===== src/rtl/rv_wb_arb_if.sv =====
// Bus bundle for the write-back arbiter.
// Carries the s0/s1 write request channels, the long-latency issue
// notification, the decode-stage hazard query, and the RF write port.
//   slave  : the arbiter side (rv_wb_arb)
//   master : the surrounding pipeline / RF side
interface rv_wb_arb_if;
  // s0: in-order ALU result
  logic        s0_valid_i;
  logic [4:0]  s0_reg_i;
  logic [63:0] s0_data_i;
  logic        s0_ready_o;
  // s1: long-latency unit result
  logic        s1_valid_i;
  logic [4:0]  s1_reg_i;
  logic [63:0] s1_data_i;
  logic        s1_ready_o;
  // long-latency issue notification
  logic        s1_issue_i;
  logic [4:0]  s1_issue_reg_i;
  // decode-stage hazard query
  logic [4:0]  chk_rs1_i;
  logic [4:0]  chk_rs2_i;
  logic [4:0]  chk_rd_i;
  logic        stall_o;
  logic [31:0] pend_mask_o;
  // RF write port
  logic        wr_en_o;
  logic [4:0]  wr_reg_o;
  logic [63:0] wr_data_o;

  modport slave (
    input  s0_valid_i, s0_reg_i, s0_data_i,
    output s0_ready_o,
    input  s1_valid_i, s1_reg_i, s1_data_i,
    output s1_ready_o,
    input  s1_issue_i, s1_issue_reg_i,
    input  chk_rs1_i, chk_rs2_i, chk_rd_i,
    output stall_o, pend_mask_o,
    output wr_en_o, wr_reg_o, wr_data_o
  );

  modport master (
    output s0_valid_i, s0_reg_i, s0_data_i,
    input  s0_ready_o,
    output s1_valid_i, s1_reg_i, s1_data_i,
    input  s1_ready_o,
    output s1_issue_i, s1_issue_reg_i,
    output chk_rs1_i, chk_rs2_i, chk_rd_i,
    input  stall_o, pend_mask_o,
    input  wr_en_o, wr_reg_o, wr_data_o
  );
endinterface


===== src/rtl/rv_wb_arb.sv =====
// Write-back arbiter and scoreboard for the 64-bit x 32 integer RF.
// Shares the single RF write port between s0 (ALU, preferred) and s1
// (long-latency unit), with a starvation counter that forces s1 to win
// after STARVE_MAX consecutive losses. Tracks registers with an
// outstanding s1 result and flags RAW/WAW hazards for decode.
// Ports:
//   clk  : clock
//   rstn : asynchronous active-low reset
//   bus  : rv_wb_arb_if.slave (request channels, issue, hazard query,
//          RF write port)
module rv_wb_arb #(
  parameter int unsigned STARVE_MAX = 4,
  parameter int unsigned CNT_W      = 4
) (
  input  logic         clk,
  input  logic         rstn,
  rv_wb_arb_if.slave   bus
);

  localparam logic [CNT_W-1:0] STARVE_LIM = CNT_W'(STARVE_MAX);

  logic [CNT_W-1:0] cnt_q, cnt_d;
  logic             force1;
  logic             s0_gnt, s1_gnt;

  logic             wr_en_q;
  logic [4:0]       wr_reg_q;
  logic [63:0]      wr_data_q;
  logic             src_q;

  logic [31:0]      pend_q, pend_d;

  // Arbitration: s0 wins unless s1 has lost STARVE_MAX times in a row.
  always_comb begin
    force1 = bus.s1_valid_i && (cnt_q == STARVE_LIM);
    s0_gnt = bus.s0_valid_i && !force1;
    s1_gnt = bus.s1_valid_i && !s0_gnt;
  end

  // Counter only grows while s1 is waiting and losing; since s0 cannot be
  // granted once the limit is reached, the saturation guard is defensive.
  always_comb begin
    cnt_d = '0;
    if (bus.s1_valid_i && s0_gnt) begin
      cnt_d = (cnt_q == STARVE_LIM) ? cnt_q : cnt_q + 1'b1;
    end
  end

  // Scoreboard next state. Clear is applied before set so that a new
  // issue to the register being committed keeps its bit.
  always_comb begin
    pend_d = pend_q;
    if (wr_en_q && src_q) begin
      pend_d[wr_reg_q] = 1'b0;
    end
    if (bus.s1_issue_i && (bus.s1_issue_reg_i != 5'd0)) begin
      pend_d[bus.s1_issue_reg_i] = 1'b1;
    end
    pend_d[0] = 1'b0;
  end

  always_ff @(posedge clk or negedge rstn) begin
    if (!rstn) begin
      cnt_q     <= '0;
      wr_en_q   <= 1'b0;
      wr_reg_q  <= '0;
      wr_data_q <= '0;
      src_q     <= 1'b0;
      pend_q    <= '0;
    end else begin
      cnt_q  <= cnt_d;
      pend_q <= pend_d;
      if (s0_gnt) begin
        wr_en_q   <= (bus.s0_reg_i != 5'd0);
        wr_reg_q  <= bus.s0_reg_i;
        wr_data_q <= bus.s0_data_i;
        src_q     <= 1'b0;
      end else if (s1_gnt) begin
        wr_en_q   <= (bus.s1_reg_i != 5'd0);
        wr_reg_q  <= bus.s1_reg_i;
        wr_data_q <= bus.s1_data_i;
        src_q     <= 1'b1;
      end else begin
        wr_en_q   <= 1'b0;
      end
    end
  end

  assign bus.s0_ready_o  = s0_gnt;
  assign bus.s1_ready_o  = s1_gnt;
  assign bus.wr_en_o     = wr_en_q;
  assign bus.wr_reg_o    = wr_reg_q;
  assign bus.wr_data_o   = wr_data_q;
  assign bus.pend_mask_o = pend_q;
  assign bus.stall_o     = pend_q[bus.chk_rs1_i] | pend_q[bus.chk_rs2_i] |
                           pend_q[bus.chk_rd_i];

endmodule


===== src/flat_wrapper.sv =====
// flat-port wrapper written by rule: the top's interface ports become plain ports
module rv_wb_arb_flat 
#(
  parameter int unsigned STARVE_MAX = 4,
  parameter int unsigned CNT_W      = 4
)
  (clk, rstn, bus_s0_valid_i, bus_s0_reg_i, bus_s0_data_i, bus_s0_ready_o, bus_s1_valid_i, bus_s1_reg_i, bus_s1_data_i, bus_s1_ready_o, bus_s1_issue_i, bus_s1_issue_reg_i, bus_chk_rs1_i, bus_chk_rs2_i, bus_chk_rd_i, bus_stall_o, bus_pend_mask_o, bus_wr_en_o, bus_wr_reg_o, bus_wr_data_o);
  rv_wb_arb_if bus_i ();
  input  logic clk;
  input  logic rstn;
  input wire logic [$bits(bus_i.s0_valid_i)-1:0] bus_s0_valid_i;
  input wire logic [$bits(bus_i.s0_reg_i)-1:0] bus_s0_reg_i;
  input wire logic [$bits(bus_i.s0_data_i)-1:0] bus_s0_data_i;
  output wire logic [$bits(bus_i.s0_ready_o)-1:0] bus_s0_ready_o;
  input wire logic [$bits(bus_i.s1_valid_i)-1:0] bus_s1_valid_i;
  input wire logic [$bits(bus_i.s1_reg_i)-1:0] bus_s1_reg_i;
  input wire logic [$bits(bus_i.s1_data_i)-1:0] bus_s1_data_i;
  output wire logic [$bits(bus_i.s1_ready_o)-1:0] bus_s1_ready_o;
  input wire logic [$bits(bus_i.s1_issue_i)-1:0] bus_s1_issue_i;
  input wire logic [$bits(bus_i.s1_issue_reg_i)-1:0] bus_s1_issue_reg_i;
  input wire logic [$bits(bus_i.chk_rs1_i)-1:0] bus_chk_rs1_i;
  input wire logic [$bits(bus_i.chk_rs2_i)-1:0] bus_chk_rs2_i;
  input wire logic [$bits(bus_i.chk_rd_i)-1:0] bus_chk_rd_i;
  output wire logic [$bits(bus_i.stall_o)-1:0] bus_stall_o;
  output wire logic [$bits(bus_i.pend_mask_o)-1:0] bus_pend_mask_o;
  output wire logic [$bits(bus_i.wr_en_o)-1:0] bus_wr_en_o;
  output wire logic [$bits(bus_i.wr_reg_o)-1:0] bus_wr_reg_o;
  output wire logic [$bits(bus_i.wr_data_o)-1:0] bus_wr_data_o;
  assign bus_i.s0_valid_i = bus_s0_valid_i;
  assign bus_i.s0_reg_i = bus_s0_reg_i;
  assign bus_i.s0_data_i = bus_s0_data_i;
  assign bus_s0_ready_o = bus_i.s0_ready_o;
  assign bus_i.s1_valid_i = bus_s1_valid_i;
  assign bus_i.s1_reg_i = bus_s1_reg_i;
  assign bus_i.s1_data_i = bus_s1_data_i;
  assign bus_s1_ready_o = bus_i.s1_ready_o;
  assign bus_i.s1_issue_i = bus_s1_issue_i;
  assign bus_i.s1_issue_reg_i = bus_s1_issue_reg_i;
  assign bus_i.chk_rs1_i = bus_chk_rs1_i;
  assign bus_i.chk_rs2_i = bus_chk_rs2_i;
  assign bus_i.chk_rd_i = bus_chk_rd_i;
  assign bus_stall_o = bus_i.stall_o;
  assign bus_pend_mask_o = bus_i.pend_mask_o;
  assign bus_wr_en_o = bus_i.wr_en_o;
  assign bus_wr_reg_o = bus_i.wr_reg_o;
  assign bus_wr_data_o = bus_i.wr_data_o;
  rv_wb_arb #(.STARVE_MAX(STARVE_MAX), .CNT_W(CNT_W)) u_core (.clk(clk), .rstn(rstn), .bus(bus_i));
endmodule

===== config.mk =====
export PLATFORM = sky130hd
export DESIGN_NAME = rv_wb_arb_flat
export DESIGN_NICKNAME = d
export VERILOG_FILES = /design/src/rtl/rv_wb_arb_if.sv /design/src/rtl/rv_wb_arb.sv /design/src/flat_wrapper.sv
export SDC_FILE = /design/constraint.sdc
export NUM_CORES = 1
export LEC_CHECK = 0
export BUFFER_PORTS_ARGS = -buffer_cell sky130_fd_sc_hd__buf_4
export CAP_MARGIN = 15
export CORE_UTILIZATION = 47
export DETAILED_ROUTE_END_ITERATION = 8
export GPL_TIMING_DRIVEN = 1
export PLACE_DENSITY = 0.86
export RECOVER_POWER = 25
export SLEW_MARGIN = 20
export SYNTH_ARGS = -nofsm -noshare
export SYNTH_HDL_FRONTEND = slang
export SYNTH_SLANG_ARGS = --single-unit

===== constraint.sdc =====
create_clock -name clk -period 1.8 [get_ports clk]
set_input_delay 0.09 -clock clk [delete_from_list [all_inputs] [get_ports clk]]
set_output_delay 0.09 -clock clk [all_outputs]
set_load 0.005 [all_outputs]

==> Word level (Yosys, flattened, before mapping) <==
Index checks and enable logic that the tools add are counted.
{ "classes": {"add_sub_neg": 1, "mul": 0, "n_div": 0, "order_cmp": 7, "n_eq_ne": 2, "shifts": 0, "n_mux": 22, "n_bitwise": 5, "reduce_logical": 14} }
{ "ops": {"columns": ["op", "n"], "rows": [
  ["two-way mux 64 bit", 2],
  ["two-way mux 32 bit", 2],
  ["bitwise AND 32 bit", 1],
  ["NOT 32 bit", 1],
  ["OR 32 bit", 1],
  ["< comparator 5 x 6 -> 1 bit, second input constant", 5],
  ["binary-select mux 1 bit (select 5 bit)", 3],
  ["nonzero test 5 bit", 3],
  ["demux 1 bit (select 5 bit)", 2],
  ["greater-or-equal comparator 5 x 1 -> 1 bit, second input constant", 2],
  ["two-way mux 5 bit", 2],
  ["two-way mux 1 bit", 9],
  ["logical AND 1 bit", 8],
  ["two-way mux 4 bit", 2],
  ["adder 4 x 1 -> 4 bit, second input constant", 1],
  ["== test 4 x 3 -> 1 bit, second input constant", 1],
  ["logical NOT 1 bit", 2],
  ["!= test 2 bit, second input constant", 1],
  ["OR 1 bit", 2],
  ["nonzero test 2 bit", 1]
]} }
{ "word_totals": {"register_bits": 106, "latchBits": 0, "mem_bits_rw": 0, "rom_bits": 0, "inputBits": 163, "out_inout_bits": 105, "word_cells": 57, "memories": 0} }

==> Longest topological paths before layout <==
{ "depth": {"word_depth": 9, "ltp_mapped": 9, "depth_no_buf": 6} }

==> Least setup slack after synthesis <==
No wires, ideal clock.
{ "synth_timing": {"path_type": "register -> register", "from": "register u_core.cnt_q[0]", "to": "register u_core.wr_data_q[16] (netlist: u_core.bus.wr_data_o[16])", "setup_ns": 0.135, "arrival_time_ns": 1.370, "setup_slack_ns": 0.295, "stages_incl_launch_ff": 10, "cell_sequence": "dfrtp_1 > inv_1 > ha_1 > nand4b_1 > and2_1 > buf_2 > buf_2 > buf_2 > nand2_1 > o21ai_0"} }
{ "synth_between": {"elab_chain_cells": 7, "elab_cells_between_ends": 8, "classes_between": "eq/ne (1); mux (1); reduce/logical (6)"} }
{ "synth_rtl": {"columns": ["item", "line", "text"], "rows": [
  ["start, declared", "rv_wb_arb.sv:22", "logic [CNT_W-1:0] cnt_q, cnt_d;"],
  ["start signal, assigned", "rv_wb_arb.sv:71", "cnt_q <= cnt_d;"],
  ["== test 4 x 3 -> 1 bit *", "rv_wb_arb.sv:35", "force1 = bus.s1_valid_i && (cnt_q == STARVE_LIM);"],
  ["logical AND 1 bit *", "rv_wb_arb.sv:35", null],
  ["logical NOT 1 bit *", "rv_wb_arb.sv:36", "s0_gnt = bus.s0_valid_i && !force1;"],
  ["logical AND 1 bit *", "rv_wb_arb.sv:36", null],
  ["logical NOT 1 bit", "rv_wb_arb.sv:37", "s1_gnt = bus.s1_valid_i && !s0_gnt;"],
  ["logical AND 1 bit", "rv_wb_arb.sv:37", null],
  ["nonzero test 2 bit (no line)", null, null],
  ["end signal, assigned", "rv_wb_arb.sv:76", "wr_data_q <= bus.s0_data_i;"],
  ["end signal, assigned", "rv_wb_arb.sv:81", "wr_data_q <= bus.s1_data_i;"],
  ["end, declared", "rv_wb_arb.sv:28", "logic [63:0] wr_data_q;"]
]} }
Every way passes the cells marked *; elsewhere a longest branch is shown, timed or not.
A chain may end at the register's enable or synchronous reset.

==> Worst setup path in the final report <==
{ "layout_timing": {"from": "register u_core.pend_q[10] (netlist: u_core.bus.pend_mask_o[10])", "to": "output bus_stall_o"} }
{ "layout_between": {"elab_chain_cells": 4, "elab_cells_between_ends": 8, "classes_between": "mux (6); bitwise (2)"} }
{ "layout_rtl": {"columns": ["item", "line", "text"], "rows": [
  ["start, declared", "rv_wb_arb.sv:31", "logic [31:0] pend_q, pend_d;"],
  ["start signal, assigned", "rv_wb_arb.sv:72", "pend_q <= pend_d;"],
  ["binary-select mux 1 bit (select 5 bit)", "rv_wb_arb.sv:95", "assign bus.stall_o = pend_q[bus.chk_rs1_i] | pend_q[bus.chk_rs2_i] |"],
  ["two-way mux 1 bit (not written as such)", "rv_wb_arb.sv:95", null],
  ["OR 1 bit", "rv_wb_arb.sv:95", null],
  ["OR 1 bit *", "rv_wb_arb.sv:95", null],
  ["end, declared", "flat_wrapper.sv:24", "output wire logic [$bits(bus_i.stall_o)-1:0] bus_stall_o;"]
]} }
Every way passes the cells marked *; elsewhere a longest branch is shown, timed or not. The select of a mux whose other input is x is not followed.

==> summary.json <==
{
  "share_of_the_synthesized_area_in_the_top_cell_type_pct": 47.1,
  "worst_setup_path_category": "reg -> out",
  "antenna_violations_before_repair": 0,
  "fillCellCount": 661,
  "grt_first_pass_wirelength_um": 35900,
  "seqCellArea_um2": 2650,
  "max-clock-path-buffers": 2,
  "flow.area_growth_from_synthesis_pct": 61.4,
  "layout-drive-gt1-share_pct": 38.9,
  "die-area_um2": 12400,
  "via_count_of_the_first_global_routing_pass": 6450,
  "synth_edf_count": 0,
  "area_of_the_multi_input_gates_um2": 2830,
  "row_count": 39,
  "tightest_slew_ns": 1.02,
  "grt_start_max_net_pins": 107,
  "synthesis.area_per_instance_um2": 10.3,
  "final.min_clock_period_ns": 2.04,
  "setup-tns-final_ns": -0.266,
  "period_share_pct": 114,
  "max_freq_ghz": 0.489,
  "placed_area_um2": 7760,
  "critical_path.max_fanout": 5,
  "die-width_um": 111,
  "numCtsBuffers": 9,
  "postLayoutCellArea_um2": 9080,
  "synthesis.instances": 548,
  "boundaryPins": 268,
  "globalRoute.totalOverflow": 0,
  "fin_skew_ns": 0.0105,
  "detailedPlacementHpwl_um": 14200,
  "final_hold_viol_count": 0,
  "synth_cell_type_count": 50,
  "leakage_dissipation_uw": 0.00424,
  "power.ir.vdd_worst_mv": 0.707,
  "worst_skew_pair.late_latency_ns": 0.36,
  "timing.critical_path.required_ns": 1.71,
  "drcViolationCount": 22,
  "slew-limit-headroom_pct": 32.2,
  "initial_core_util_pct": 48.7,
  "maxCapViolations": 0,
  "sequential_to_total_area_share_from_yosys_stat_pct": 47.1,
  "rsz0062_at_grt": "yes",
  "wire_per_inst_um": 23.1,
  "fp.coreArea_um2": 11600,
  "io_buffer_count": 266,
  "ys_warn_count": 0,
  "synth_ff_type": "sky130_fd_sc_hd__dfrtp_1",
  "yosys-top-cells-area": "sky130_fd_sc_hd__dfrtp_1, sky130_fd_sc_hd__mux2i_1, sky130_fd_sc_hd__o21ai_0",
  "synth_area_leader_cell": "sky130_fd_sc_hd__dfrtp_1",
  "tritoncts_num_sinks": 106,
  "failed_checks": "DRC, setup timing",
  "power_density_nw_per_um2": 822,
  "tritoncts": "done",
  "outcome": "finished, violations left",
  "ant_nets": 0,
  "clockRootBuffer": "sky130_fd_sc_hd__clkbuf_16",
  "timing.final.max_slew_violations": 0,
  "layout.cells.most_common_list": "sky130_fd_sc_hd__buf_4, sky130_fd_sc_hd__dfrtp_1, sky130_fd_sc_hd__o21ai_0",
  "worst_setup_slack_after_layout_ns": -0.243,
  "ys_seq_elements": 106,
  "endpoint_kind": "output pin",
  "setup_viols_final": 2,
  "hold-worst-slack_ns": 0.00516,
  "worst-endpoint-arrival_ns": 1.95,
  "per_cell_via_count_in_the_routed_design": 6.02,
  "mostFrequentLayoutCell": "sky130_fd_sc_hd__buf_4",
  "synth_fp_nets": 713,
  "holdCritPathClass": "in -> reg",
  "ys_async_sr_fraction_pct": 100,
  "gr-usage-all-layers_pct": 37.8,
  "mappedNetlistArea_um2": 5630,
  "htreeDepth": 3,
  "die_height_um": 111,
  "globalplace.congestion": 0.959,
  "clkSlewWorstSetupHoldPaths_ns": 0.07,
  "drt_first_pass_iters": 7,
  "routed-via-count": 6287,
  "drt_iter0_markers": 596,
  "cp_launch_type": "flop",
  "num_antenna_cells": 0,
  "routed_wirelength_um": 24100,
  "finish.net_count": 1062
}
[Yosys cell counts (2+ instances only)]
cell and number:
sky130_fd_sc_hd__o21ai_0 110, sky130_fd_sc_hd__dfrtp_1 106, sky130_fd_sc_hd__nand2_1 81, sky130_fd_sc_hd__mux2i_1 77, sky130_fd_sc_hd__o21ai_1 24, sky130_fd_sc_hd__buf_2 16, sky130_fd_sc_hd__nor2_1 14, sky130_fd_sc_hd__clkbuf_1 11
sky130_fd_sc_hd__nand3b_1 11, sky130_fd_sc_hd__mux4_2 9, sky130_fd_sc_hd__nand3_1 8, sky130_fd_sc_hd__nor2b_1 8, sky130_fd_sc_hd__inv_1 6, sky130_fd_sc_hd__mux2_2 6, sky130_fd_sc_hd__buf_6 4, sky130_fd_sc_hd__mux4_1 4
sky130_fd_sc_hd__a2111oi_0 3, sky130_fd_sc_hd__mux2_1 3, sky130_fd_sc_hd__o2111ai_1 3, sky130_fd_sc_hd__or3_1 3, sky130_fd_sc_hd__a221oi_1 2, sky130_fd_sc_hd__buf_1 2, sky130_fd_sc_hd__buf_4 2, sky130_fd_sc_hd__ha_1 2
sky130_fd_sc_hd__nand2b_1 2, sky130_fd_sc_hd__nand4_1 2, sky130_fd_sc_hd__nand4b_1 2, sky130_fd_sc_hd__nor4b_1 2, sky130_fd_sc_hd__o22ai_1 2, sky130_fd_sc_hd__or3b_2 2, sky130_fd_sc_hd__or4_1 2
[state kept, by name (all words and copies together) (netlist names)]
signal                  flops
u_core.src_q                1
u_core.bus.pend_mask_o     31
u_core.bus.wr_reg_o         5
u_core.bus.wr_en_o          1
u_core.bus.wr_data_o       64
u_core.cnt_q                4
[timing repair]
action	in CTS	in global routing
hold endpoints to repair	175	0
endpoints found under the setup margin	3	22
hold buffers	71	0
gates resized for setup	5	26
pin swaps	4	4
gates cloned	1	3
setup buffers	17	4
[per-layer routing]
metal | GRT usage [%] | routed length [µm]
met5 | 0 | 0
met4 | 26.8 | 1460
met3 | 7.57 | 2140
met2 | 62.1 | 11900
met1 | 44.6 | 8620
[path summary, 6_finish.rpt]
check,startpoint,to,slack (ns),cells after the start
worst max-delay path,u_core.bus.pend_mask_o[10],bus_stall_o,-0.24,6
worst min-delay path,bus_s1_data_i[21],u_core.bus.wr_data_o[21],0.005,3
worst max register to register,u_core.cnt_q[1],u_core.bus.wr_data_o[5],0.03,9
worst min register to register,u_core.cnt_q[0],u_core.cnt_q[0],0.55,2
max in group asynchronous,rstn,u_core.bus.pend_mask_o[20],0.51,3
min in group asynchronous,rstn,u_core.bus.wr_data_o[6],0.50,3
[worst max-delay path: stages (launching register included)]
cell,delay [ns]
sky130_fd_sc_hd__dfrtp_1,0.44
sky130_fd_sc_hd__mux4_1,0.51
sky130_fd_sc_hd__inv_1,0.08
sky130_fd_sc_hd__a2111oi_1,0.09
sky130_fd_sc_hd__a311oi_2,0.20
sky130_fd_sc_hd__nand4_1,0.12
sky130_fd_sc_hd__buf_4,0.16
[kinds of logic after synthesis]
| logic type | count (synthesis) | share of synthesized area, % |
|---|---|---|
| xor gates and xnor gates | 2 | 0.311 |
| DFF | 106 | 47.1 |
| other | 1 | 0.0666 |
| and+or+nand+nor | 143 | 12.1 |
| adders and majority gates | 2 | 0.445 |
| muxes | 100 | 21.2 |
| buffers and inverters | 41 | 3.76 |
| AOI/OAI and AO/OA | 153 | 14.9 |
[through the flow]
| step | setup slack, ns | util [%] | instances | total power (µW) |
|---|---|---|---|---|
| after floorplan | 0.295 | - | 548 | 3790 |
| after global placement | 0.133 | 67.1 | 933 | 4900 |
| after detailed placement | 0.111 | 67.1 | 933 | 4960 |
| after CTS | -0.228 | 77.2 | 1038 | 7230 |
| after global routing | -0.304 | 78.5 | 1045 | 7690 |
| final | -0.243 | 78.5 | 1045 | 7460 |
[cell type report]
cell class                      instances  area share [%]
Clock inverter                          2           0.386
Multi-Input combinational cell        402            31.1
Sequential cell                       106            29.2
Inverter                                6           0.248
Timing Repair Buffer                  372            34.1
Tap cell                              143            1.97
Clock buffer                           14            2.91
[report_power, final]
part	total [µW]	internal (µW)	leakage, µW	switching, µW
combinational	2290	1330	0.00288	966
sequential	3070	2700	0.00122	365
clock	2100	1160	0.000147	945
Note: power is estimated with default switching activity, not from simulation.
